$ cat src/rtl/ac2_serial_acc_pkg.sv
// Shared widths, FSM state type and weight-precision legalisation for the
// AC2 bit-serial accumulator.
package smac_pkg;

  typedef enum logic [0:0] {
    IDLE = 1'b0,
    ACC  = 1'b1
  } state_e;

  function automatic int in_width(input int m, input int pa);
    return $clog2(m) + pa + 1;
  endfunction

  function automatic int acc_width(input int m, input int pa, input int pw_max);
    return in_width(m, pa) + pw_max;
  endfunction

  function automatic int cnt_width(input int pw_max);
    return $clog2(pw_max + 1);
  endfunction

  // A precision of zero or beyond the datapath maximum runs at full precision.
  function automatic int unsigned legal_wbits(input int unsigned wbits, input int unsigned pw_max);
    if ((wbits == 32'd0) || (wbits > pw_max)) begin
      return pw_max;
    end else begin
      return wbits;
    end
  endfunction

endpackage

$ cat src/rtl/ac2_serial_acc_if.sv
// Beat input, result output and status bundle between the serial MAC
// datapath (master) and the AC2 accumulator (slave).
interface ac2_serial_acc_if import smac_pkg::*; #(
  parameter int M      = 16,
  parameter int PA     = 8,
  parameter int PW_MAX = 8,
  parameter int LANES  = 4
) ();
  localparam int IN_W = in_width(M, PA);
  localparam int AW   = acc_width(M, PA, PW_MAX);
  localparam int CW   = cnt_width(PW_MAX);

  logic [CW-1:0]         wbits;
  logic                  w_signed;
  logic                  in_valid;
  logic                  in_ready;
  logic [LANES*IN_W-1:0] pp;
  logic                  out_valid;
  logic                  out_ready;
  logic [LANES*AW-1:0]   acc;
  logic                  busy;

  modport master (
    output wbits, w_signed, in_valid, pp, out_ready,
    input  in_ready, out_valid, acc, busy
  );

  modport slave (
    input  wbits, w_signed, in_valid, pp, out_ready,
    output in_ready, out_valid, acc, busy
  );
endinterface

$ cat src/rtl/ac2_serial_acc_lane.sv
// ac2_lane: one Horner accumulator lane, R = 2R + sext(pp) with the MSB beat
// optionally negated when SMAC_SIGNED_W_EN is defined.
module ac2_lane #(
  parameter int IN_W = 13,
  parameter int AW   = 21
) (
  input  logic            clk,
  input  logic            rst_n,
  input  logic            clr_i,
  input  logic            en_i,
  input  logic            first_i,
  input  logic            neg_i,
  input  logic [IN_W-1:0] pp_i,
  output logic [AW-1:0]   sum_o
);
  logic [AW-1:0] r_q, r_d;
  logic [AW-1:0] pp_ext_s, term_s, base_s;

  assign pp_ext_s = {{(AW-IN_W){pp_i[IN_W-1]}}, pp_i};

`ifdef SMAC_SIGNED_W_EN
  assign term_s = neg_i ? (-pp_ext_s) : pp_ext_s;
`else
  logic unused_neg_s;
  assign unused_neg_s = neg_i;
  assign term_s       = pp_ext_s;
`endif

  // The first beat starts from zero so a stale R never leaks into a new op.
  assign base_s = first_i ? {AW{1'b0}} : {r_q[AW-2:0], 1'b0};
  assign sum_o  = base_s + term_s;

  // Next value of the running sum.
  always_comb begin
    r_d = r_q;
    if (clr_i) begin
      r_d = {AW{1'b0}};
    end else if (en_i) begin
      r_d = sum_o;
    end else begin
      r_d = r_q;
    end
  end

  // Running-sum register.
  always_ff @(posedge clk or negedge rst_n) begin
    if (!rst_n) begin
      r_q <= {AW{1'b0}};
    end else begin
      r_q <= r_d;
    end
  end
endmodule

$ cat src/rtl/ac2_serial_acc.sv
// AC2 multi-lane bit-serial weight accumulator: shared FSM, bit counter and
// result handshake. Signed weights are built only with SMAC_SIGNED_W_EN.
module ac2_serial_acc import smac_pkg::*; #(
  parameter int M      = 16,
  parameter int PA     = 8,
  parameter int PW_MAX = 8,
  parameter int LANES  = 4
) (
  input logic             clk,
  input logic             rst_n,
  input logic             cl_en_i,
  ac2_serial_acc_if.slave bus
);
  localparam int IN_W = in_width(M, PA);
  localparam int AW   = acc_width(M, PA, PW_MAX);
  localparam int CW   = cnt_width(PW_MAX);

  state_e              state_q, state_d;
  logic [CW-1:0]       cnt_q, cnt_d, wb_q, wb_d;
  logic [LANES*AW-1:0] acc_out_q, acc_out_d, sum_s;
  logic                out_valid_q, out_valid_d;
  logic                first_s, final_s, beat_s, in_ready_s, neg_s;
  logic [CW-1:0]       wb_new_s, wb_eff_s, cnt_inc_s;

  assign first_s   = (state_q == IDLE);
  assign wb_new_s  = CW'(legal_wbits(32'(bus.wbits), 32'(PW_MAX)));
  assign wb_eff_s  = first_s ? wb_new_s : wb_q;
  assign cnt_inc_s = cnt_q + {{(CW-1){1'b0}}, 1'b1};
  assign final_s   = (cnt_inc_s == wb_eff_s);
  // Only a final beat can collide with an unconsumed result.
  assign in_ready_s = !(final_s && out_valid_q && !bus.out_ready);
  assign beat_s     = bus.in_valid && in_ready_s && !cl_en_i;

`ifdef SMAC_SIGNED_W_EN
  assign neg_s = first_s && bus.w_signed;
`else
  logic unused_w_signed_s;
  assign unused_w_signed_s = bus.w_signed;
  assign neg_s             = 1'b0;
`endif

  for (genvar l = 0; l < LANES; l++) begin : g_lane
    ac2_lane #(.IN_W(IN_W), .AW(AW)) u_lane (
      .clk     (clk),
      .rst_n   (rst_n),
      .clr_i   (cl_en_i),
      .en_i    (beat_s),
      .first_i (first_s),
      .neg_i   (neg_s),
      .pp_i    (bus.pp[l*IN_W +: IN_W]),
      .sum_o   (sum_s[l*AW +: AW])
    );
  end

  // FSM, counter and result next-state; cl_en leaves the result untouched.
  always_comb begin
    state_d     = state_q;
    cnt_d       = cnt_q;
    wb_d        = wb_q;
    acc_out_d   = acc_out_q;
    out_valid_d = out_valid_q;
    if (cl_en_i) begin
      state_d = IDLE;
      cnt_d   = {CW{1'b0}};
    end else if (beat_s) begin
      if (first_s) begin
        wb_d = wb_new_s;
      end else begin
        wb_d = wb_q;
      end
      if (final_s) begin
        state_d = IDLE;
        cnt_d   = {CW{1'b0}};
      end else begin
        state_d = ACC;
        cnt_d   = cnt_inc_s;
      end
    end else begin
      state_d = state_q;
    end
    if (beat_s && final_s) begin
      acc_out_d   = sum_s;
      out_valid_d = 1'b1;
    end else if (out_valid_q && bus.out_ready) begin
      out_valid_d = 1'b0;
    end else begin
      out_valid_d = out_valid_q;
    end
  end

  // Control and result registers.
  always_ff @(posedge clk or negedge rst_n) begin
    if (!rst_n) begin
      state_q     <= IDLE;
      cnt_q       <= {CW{1'b0}};
      wb_q        <= CW'(PW_MAX);
      acc_out_q   <= {(LANES*AW){1'b0}};
      out_valid_q <= 1'b0;
    end else begin
      state_q     <= state_d;
      cnt_q       <= cnt_d;
      wb_q        <= wb_d;
      acc_out_q   <= acc_out_d;
      out_valid_q <= out_valid_d;
    end
  end

  assign bus.in_ready  = in_ready_s;
  assign bus.out_valid = out_valid_q;
  assign bus.acc       = acc_out_q;
  assign bus.busy      = (state_q == ACC);
endmodule

$ cat src/flat_wrapper.sv
// flat-port wrapper written by rule: the top's interface ports become plain ports
module ac2_serial_acc_flat import smac_pkg::*;
#(
  parameter int M      = 16,
  parameter int PA     = 8,
  parameter int PW_MAX = 8,
  parameter int LANES  = 4
)
  (clk, rst_n, cl_en_i, bus_wbits, bus_w_signed, bus_in_valid, bus_pp, bus_out_ready, bus_in_ready, bus_out_valid, bus_acc, bus_busy);
  ac2_serial_acc_if #(.M(M), .PA(PA), .PW_MAX(PW_MAX), .LANES(LANES)) bus_i ();
  input logic clk;
  input logic rst_n;
  input logic cl_en_i;
  input wire logic [$bits(bus_i.wbits)-1:0] bus_wbits;
  input wire logic [$bits(bus_i.w_signed)-1:0] bus_w_signed;
  input wire logic [$bits(bus_i.in_valid)-1:0] bus_in_valid;
  input wire logic [$bits(bus_i.pp)-1:0] bus_pp;
  input wire logic [$bits(bus_i.out_ready)-1:0] bus_out_ready;
  output wire logic [$bits(bus_i.in_ready)-1:0] bus_in_ready;
  output wire logic [$bits(bus_i.out_valid)-1:0] bus_out_valid;
  output wire logic [$bits(bus_i.acc)-1:0] bus_acc;
  output wire logic [$bits(bus_i.busy)-1:0] bus_busy;
  assign bus_i.wbits = bus_wbits;
  assign bus_i.w_signed = bus_w_signed;
  assign bus_i.in_valid = bus_in_valid;
  assign bus_i.pp = bus_pp;
  assign bus_i.out_ready = bus_out_ready;
  assign bus_in_ready = bus_i.in_ready;
  assign bus_out_valid = bus_i.out_valid;
  assign bus_acc = bus_i.acc;
  assign bus_busy = bus_i.busy;
  ac2_serial_acc #(.M(M), .PA(PA), .PW_MAX(PW_MAX), .LANES(LANES)) u_core (.clk(clk), .rst_n(rst_n), .cl_en_i(cl_en_i), .bus(bus_i));
endmodule
$ cat config.mk
export PLATFORM = sky130hd
export DESIGN_NAME = ac2_serial_acc_flat
export DESIGN_NICKNAME = d
export VERILOG_FILES = /design/src/rtl/ac2_serial_acc_pkg.sv /design/src/rtl/ac2_serial_acc_if.sv /design/src/rtl/ac2_serial_acc_lane.sv /design/src/rtl/ac2_serial_acc.sv /design/src/flat_wrapper.sv
export SDC_FILE = /design/constraint.sdc
export NUM_CORES = 1
export LEC_CHECK = 0
export CORE_MARGIN = 5
export CORE_UTILIZATION = 51
export CTS_CLUSTER_SIZE = 20
export DETAILED_ROUTE_END_ITERATION = 12
export GPL_ROUTABILITY_DRIVEN = 1
export GPL_TIMING_DRIVEN = 0
export PLACE_DENSITY = 0.75
export SLEW_MARGIN = 15
export SYNTH_ARGS = -nofsm -noshare
export SYNTH_HDL_FRONTEND = slang
export SYNTH_SLANG_ARGS = --single-unit
export TNS_END_PERCENT = 20
$ cat constraint.sdc
create_clock -name clk -period 6.1 [get_ports clk]
set_input_delay 1.525 -clock clk [delete_from_list [all_inputs] [get_ports clk]]
set_output_delay 1.525 -clock clk [all_outputs]
set_load 0.05 [all_outputs]
* Yosys cells after proc, flatten, opt, wreduce, memory -nomap -nowiden
Cells that the tools add are included.
** Storage, ports and cells
- Bits in latches :: 0
- RAM bits :: 0
- Memories :: 0
- Input port bits :: 62
- Memory bits (read-only) :: 0
- Bits in registers :: 174
- Logic and storage cells :: 53
- Output and inout bits :: 87
** Operators by class
- Equal/unequal tests :: 1
- Add/sub/neg operators :: 5
- Multiplexer cells :: 22
- Multipliers :: 0
- $lt $le $gt $ge :: 1
- Divide/modulo/power cells :: 0
- Bitwise operators :: 1
- Shifts and indexed selects :: 0
- Reduce and logical (&&, ||, !) cells :: 14
** Operator list (number)
- $mux 20 :: 8
- $add 21x21->21 :: 4
- $mux 21 :: 4
- $mux 4 :: 5
- $logic_and 1x1->1 :: 6
- $mux 1 :: 5
- $add 4x1->4 const B :: 1
- $eq 4x4->1 :: 1
- $gt 4x4->1 const B :: 1
- $logic_not 4->1 :: 1
- $reduce_bool 2->1 :: 2
- $logic_not 1->1 :: 3
- $reduce_and 2->1 :: 1
- $logic_or 1x1->1 :: 1
- $not 1->1 :: 1

* Depth between registers and ports, before layout
- Depth after elaboration :: 12
- Mapped depth :: 15

* Cells and area by module
Synthesis repeated with hierarchy kept, for this count alone.
** Unflattened totals
- Cell total of the unflattened synthesis :: 1326
- Area total of the unflattened synthesis :: 12553.3 um2
** By module, submodules not included
- ac2_lane at u_core.g_lane[0].u_lane ... :: times used 2, seq. area each 500.5 um2, area an instance 2188.3 um2, cells an instance 266
- ac2_lane at u_core.g_lane[2].u_lane ... :: times used 2, seq. area each 500.5 um2, area an instance 2124.5 um2, cells an instance 266
- ac2_serial_acc :: times used 1, seq. area each 2353.5 um2, area an instance 3927.5 um2, cells an instance 262

* Worst setup path before layout
Ideal clock, no wire load.
- Path type :: input -> output
- From :: input port bus_wbits[3]
- To :: output port bus_in_ready
- Path slack :: 1.576 ns
- Required time :: 4.575 ns
- Stages :: 6
- Path buffers :: 1
- Data arrival time :: 2.999 ns
- Cells stage by stage :: o31a_2 xnor2_1 or4_1 buf_2 nor2_1 inv_1
** On the way
- Cells in the longest elaborated chain, start to end :: 8
** RTL lines
- start: declaration :: line flat_wrapper.sv:14 : input wire logic [$bits(bus_i.wbits)-1:0] bus_wbits;
- $gt 4x4->1 / $logic_not 4->1 (equally long branches) :: line ac2_serial_acc_pkg.sv:24 : if ((wbits == 32'd0) || (wbits > pw_max)) begin
- $logic_or 1x1->1 :: line ac2_serial_acc_pkg.sv:24
- $mux 4 * :: line ac2_serial_acc_pkg.sv:24
- $mux 4 * :: line ac2_serial_acc.sv:27 : assign wb_eff_s = first_s ? wb_new_s : wb_q;
- $eq 4x4->1 * :: line ac2_serial_acc.sv:29 : assign final_s = (cnt_inc_s == wb_eff_s);
- $logic_and 1x1->1 * (2 in a row) :: line ac2_serial_acc.sv:31 : assign in_ready_s = !(final_s && out_valid_q && !bus.out_ready);
- $logic_not 1->1 * :: line ac2_serial_acc.sv:31
- end: declaration :: line flat_wrapper.sv:19 : output wire logic [$bits(bus_i.in_ready)-1:0] bus_in_ready;
Every way passes the cells marked *; elsewhere a longest branch is shown, timed or not.

* Final worst setup path
- From :: input port bus_wbits[1]
- To :: output port bus_in_ready
Same word-level chain as after synthesis.

==> flow_metrics.py <==
metrics = {
    "status": {
        "status": "completed",
    },
    "timing": {
        "rsz0062_at_grt": "false",
        "max_slew_margin_pct": 45.6,
        "setup_viol": 0,
        "tightest_slew_ns": 0.805,
        "period_share_pct": 94.5,
        "skew_ns": 0.0117,
        "fmax_mhz": 174,
        "setup_slack_ns": 0.338,
        "finalCriticalPeriod_ns": 5.76,
        "hold_viol": 0,
        "fin_setup_tns_ns": 0,
        "slew_viol_final": 0,
    },
    "synth": {
        "synth-edff-count": 0,
        "synth_warnings": 0,
        "yosysSeqAreaShare_pct": 40.4,
        "synth_top_area_cell": "dfrtp_1",
        "syn-cell-area_um2": 10800,
        "yosys-top-cells-area": "dfrtp_1 (40%), ha_1 (8.9%), nand2_1 (7.8%)",
        "synth_cell_types": 66,
        "synth_common_cells": "nand2_1 (223), dfrtp_1 (173), o21ai_0 (89)",
        "synthFlopType": "dfrtp_1",
        "ys_async_sr_fraction_pct": 100,
        "ys_ff_latch": 174,
        "synth_top_area_share_pct": 40.2,
        "syn_nets": 1309,
        "syn-instance-count": 1166,
        "synth_most_common_cell": "nand2_1",
        "synth_area_per_cell_um2": 9.24,
    },
    "grt": {
        "first_global_vias": 9449,
        "antenna_found_initial": 0,
        "grt_first_pass_wirelength_um": 49400,
        "grt_use_total_pct": 25.6,
        "gr-total-overflow": 0,
        "grt_max_degree": 95,
    },
    "critical_path": {
        "slowest_stage": "clkdlybuf4s50_1",
        "critical-path-top-delay-family": "buffers and inverters",
        "worstReg2RegStart": "u_core.bus.busy$_DFFE_PN0P_",
        "critPathLaunchType": "primary input",
        "rrSetupSlack_ns": 1.57,
        "critPathRequiredTime_ns": 4.58,
        "crit_buf_inv": 4,
        "worstPathArrival_ns": 4.24,
        "startpoint": "bus_wbits[1]",
        "crit_top_cell": "clkdlybuf4s50_1",
        "cp_max_fo": 9,
        "crit_path_cell_trace": "clkdlybuf4s50_1 > nor3_1 > o31a_2 > xnor2_1 > or4_1 > buf_2 > nor2_1 > inv_1 > clkdlybuf4s50_1",
        "cp_slowest_stage_delay_ns": 0.71,
        "path_class": "in -> out",
        "crit_path_end_kind": "output pin",
    },
    "detailed_routing": {
        "vias": 9213,
        "postRouteAntennaNets": 0,
        "routed_wl_um": 30500,
        "wire_per_inst_um": 18.8,
        "firstDrtPassIters": 5,
        "drc": 0,
        "drt_iter0_markers": 528,
        "vias_per_cell": 5.68,
    },
    "placement": {
        "dp_slack_ns": 0.366,
        "gp_congestion": 0.943,
        "portBuffers": 147,
        "post-dp-hpwl_um": 22800,
    },
    "final_layout": {
        "final_nets": 1476,
        "syn2layout_area_growth_pct": 23.2,
        "diodes": 0,
        "drive_gt1_share_pct": 6.46,
    },
    "die": {
        "core_um2": 20900,
        "ioPinCount": 149,
        "rows": 53,
        "fp.dieW_um": 155,
        "die_area_um2": 24100,
        "initial_core_util_pct": 51.6,
        "die_h_um": 155,
    },
    "clocking": {
        "cts_root_buf": "clkbuf_16",
        "htreeDepth": 4,
        "cts_tree": "done",
        "cts_sinks": 174,
        "clockBufferDepth": 2,
        "clock_latency_ns": 0.42,
        "cts_resized": 0,
        "numCtsBuffers": 17,
        "cts_setup_buffers": 0,
        "cts_hold_buf": 0,
        "path_clk_slew_ns": 0.06,
    },
    "power_and_ir_drop": {
        "leakage_nw": 6.33,
        "p_per_area_nw_per_um2": 381,
        "irDropWorstVdd_v": 0.000322,
    },
    "run": {
        "timing.max_cap.violations": 0,
    },
    "min_path": {
        "hp-start": "u_core.g_lane[3].u_lane.r_q[17]$_DFFE_PN0P_",
        "hp-class": "reg -> reg",
    },
}
## cell type report
type                    instances  area (µm²)
plain buffers                  53         280
flip-flops and latches        174        4360
inverters                      23        86.3
multi-input cells             916        6060
repair buffers                148        1500
well taps                     275         344
clock inverters                 9         184
clock buffers                  23         468
fillers                      1762        7610
## report_power, final
part	leakage (nW)	internal, mW	switching [mW]
clock	0.312	0.754	0.470
sequential	2.28	1.46	0.193
combinational	3.75	0.738	1.44
## per-stage QoR
| stage | cell area (µm²) | total power, mW | hold slack [ns] | instances | util (%) |
|---|---|---|---|---|---|
| 2_1_floorplan | 10800 | 3.05 | 0.442 | 1166 | - |
| 3_3_place_gp | 12600 | 3.83 | 0.456 | 1588 | 60.3 |
| 3_5_place_dp | 12600 | 3.86 | 0.462 | 1589 | 60.4 |
| 4_1_cts | 13300 | 5.09 | 0.477 | 1621 | 63.6 |
| 5_1_grt | 13300 | 5.30 | 0.492 | 1621 | 63.6 |
| 6_report | 13300 | 5.05 | 0.472 | 1621 | 63.6 |
## sequential cells by signal (all words and copies together) (netlist names)
register and flops:
u_core.bus.out_valid 1, u_core.g_lane.u_lane.r_q 80, u_core.bus.busy 1, u_core.bus.acc 84, u_core.cnt_q 4, u_core.wb_q 4
## layer usage
metal / track usage, % / share of wire [%] / vias to the layer above
li1: - / - / 4457
met1: 34.6 / 44 / 4422
met2: 42.1 / 47 / 289
met5: 0 / 0 / -
met4: 7.63 / 2.5 / 0
met3: 4.67 / 6.1 / 45
## worst register-to-register path, cell delays in order (launching register included)
cell	delay, ns
dfrtp_1	0.36
buf_4	0.16
clkbuf_1	0.42
clkbuf_1	0.51
and2_1	0.22
ha_1	0.20
inv_1	0.06
fa_1	0.40
nand2b_1	0.19
a21oi_1	0.14
a211oi_1	0.14
o311ai_0	0.76
a31oi_1	0.24
a41oi_1	0.43
o21ai_0	0.16
## cells in the final DEF (no fill, tap or decap), drive strengths merged, types with 35 or more instances in the layout
| cell | count |
|---|---|
| nand2 | 223 |
| dfrtp | 173 |
| clkdlybuf4s50 | 146 |
| o21ai | 101 |
| and2 | 82 |
| ha | 77 |
| a21oi | 62 |
| a22o | 55 |
| clkbuf | 51 |
| xor2 | 39 |
| xnor2 | 35 |
## cell families (layout without fill, tap and decap cells)
family	count (synthesis)	count (layout)	share of synthesized area, %
fa+ha+maj	81	81	9.68
mux	24	24	2.47
buf+inv	76	256	3.40
xor+xnor	74	74	6.08
compound gates	328	328	20.2
simple gates	409	409	17.8
flops	174	174	40.4
## worst paths after layout
kind                                                                    end  cells past startpoint
worst max-delay path                                           bus_in_ready                      9
worst min-delay path            u_core.g_lane[3].u_lane.r_q[17]$_DFFE_PN0P_                      2
worst max register to register               u_core.bus.acc[82]$_DFFE_PN0P_                     14
worst min register to register  u_core.g_lane[3].u_lane.r_q[17]$_DFFE_PN0P_                      2
max in group asynchronous                        u_core.wb_q[3]$_DFFE_PN1P_                      2
min in group asynchronous                    u_core.bus.acc[49]$_DFFE_PN0P_                      1
(Power assumes the default switching activity.)
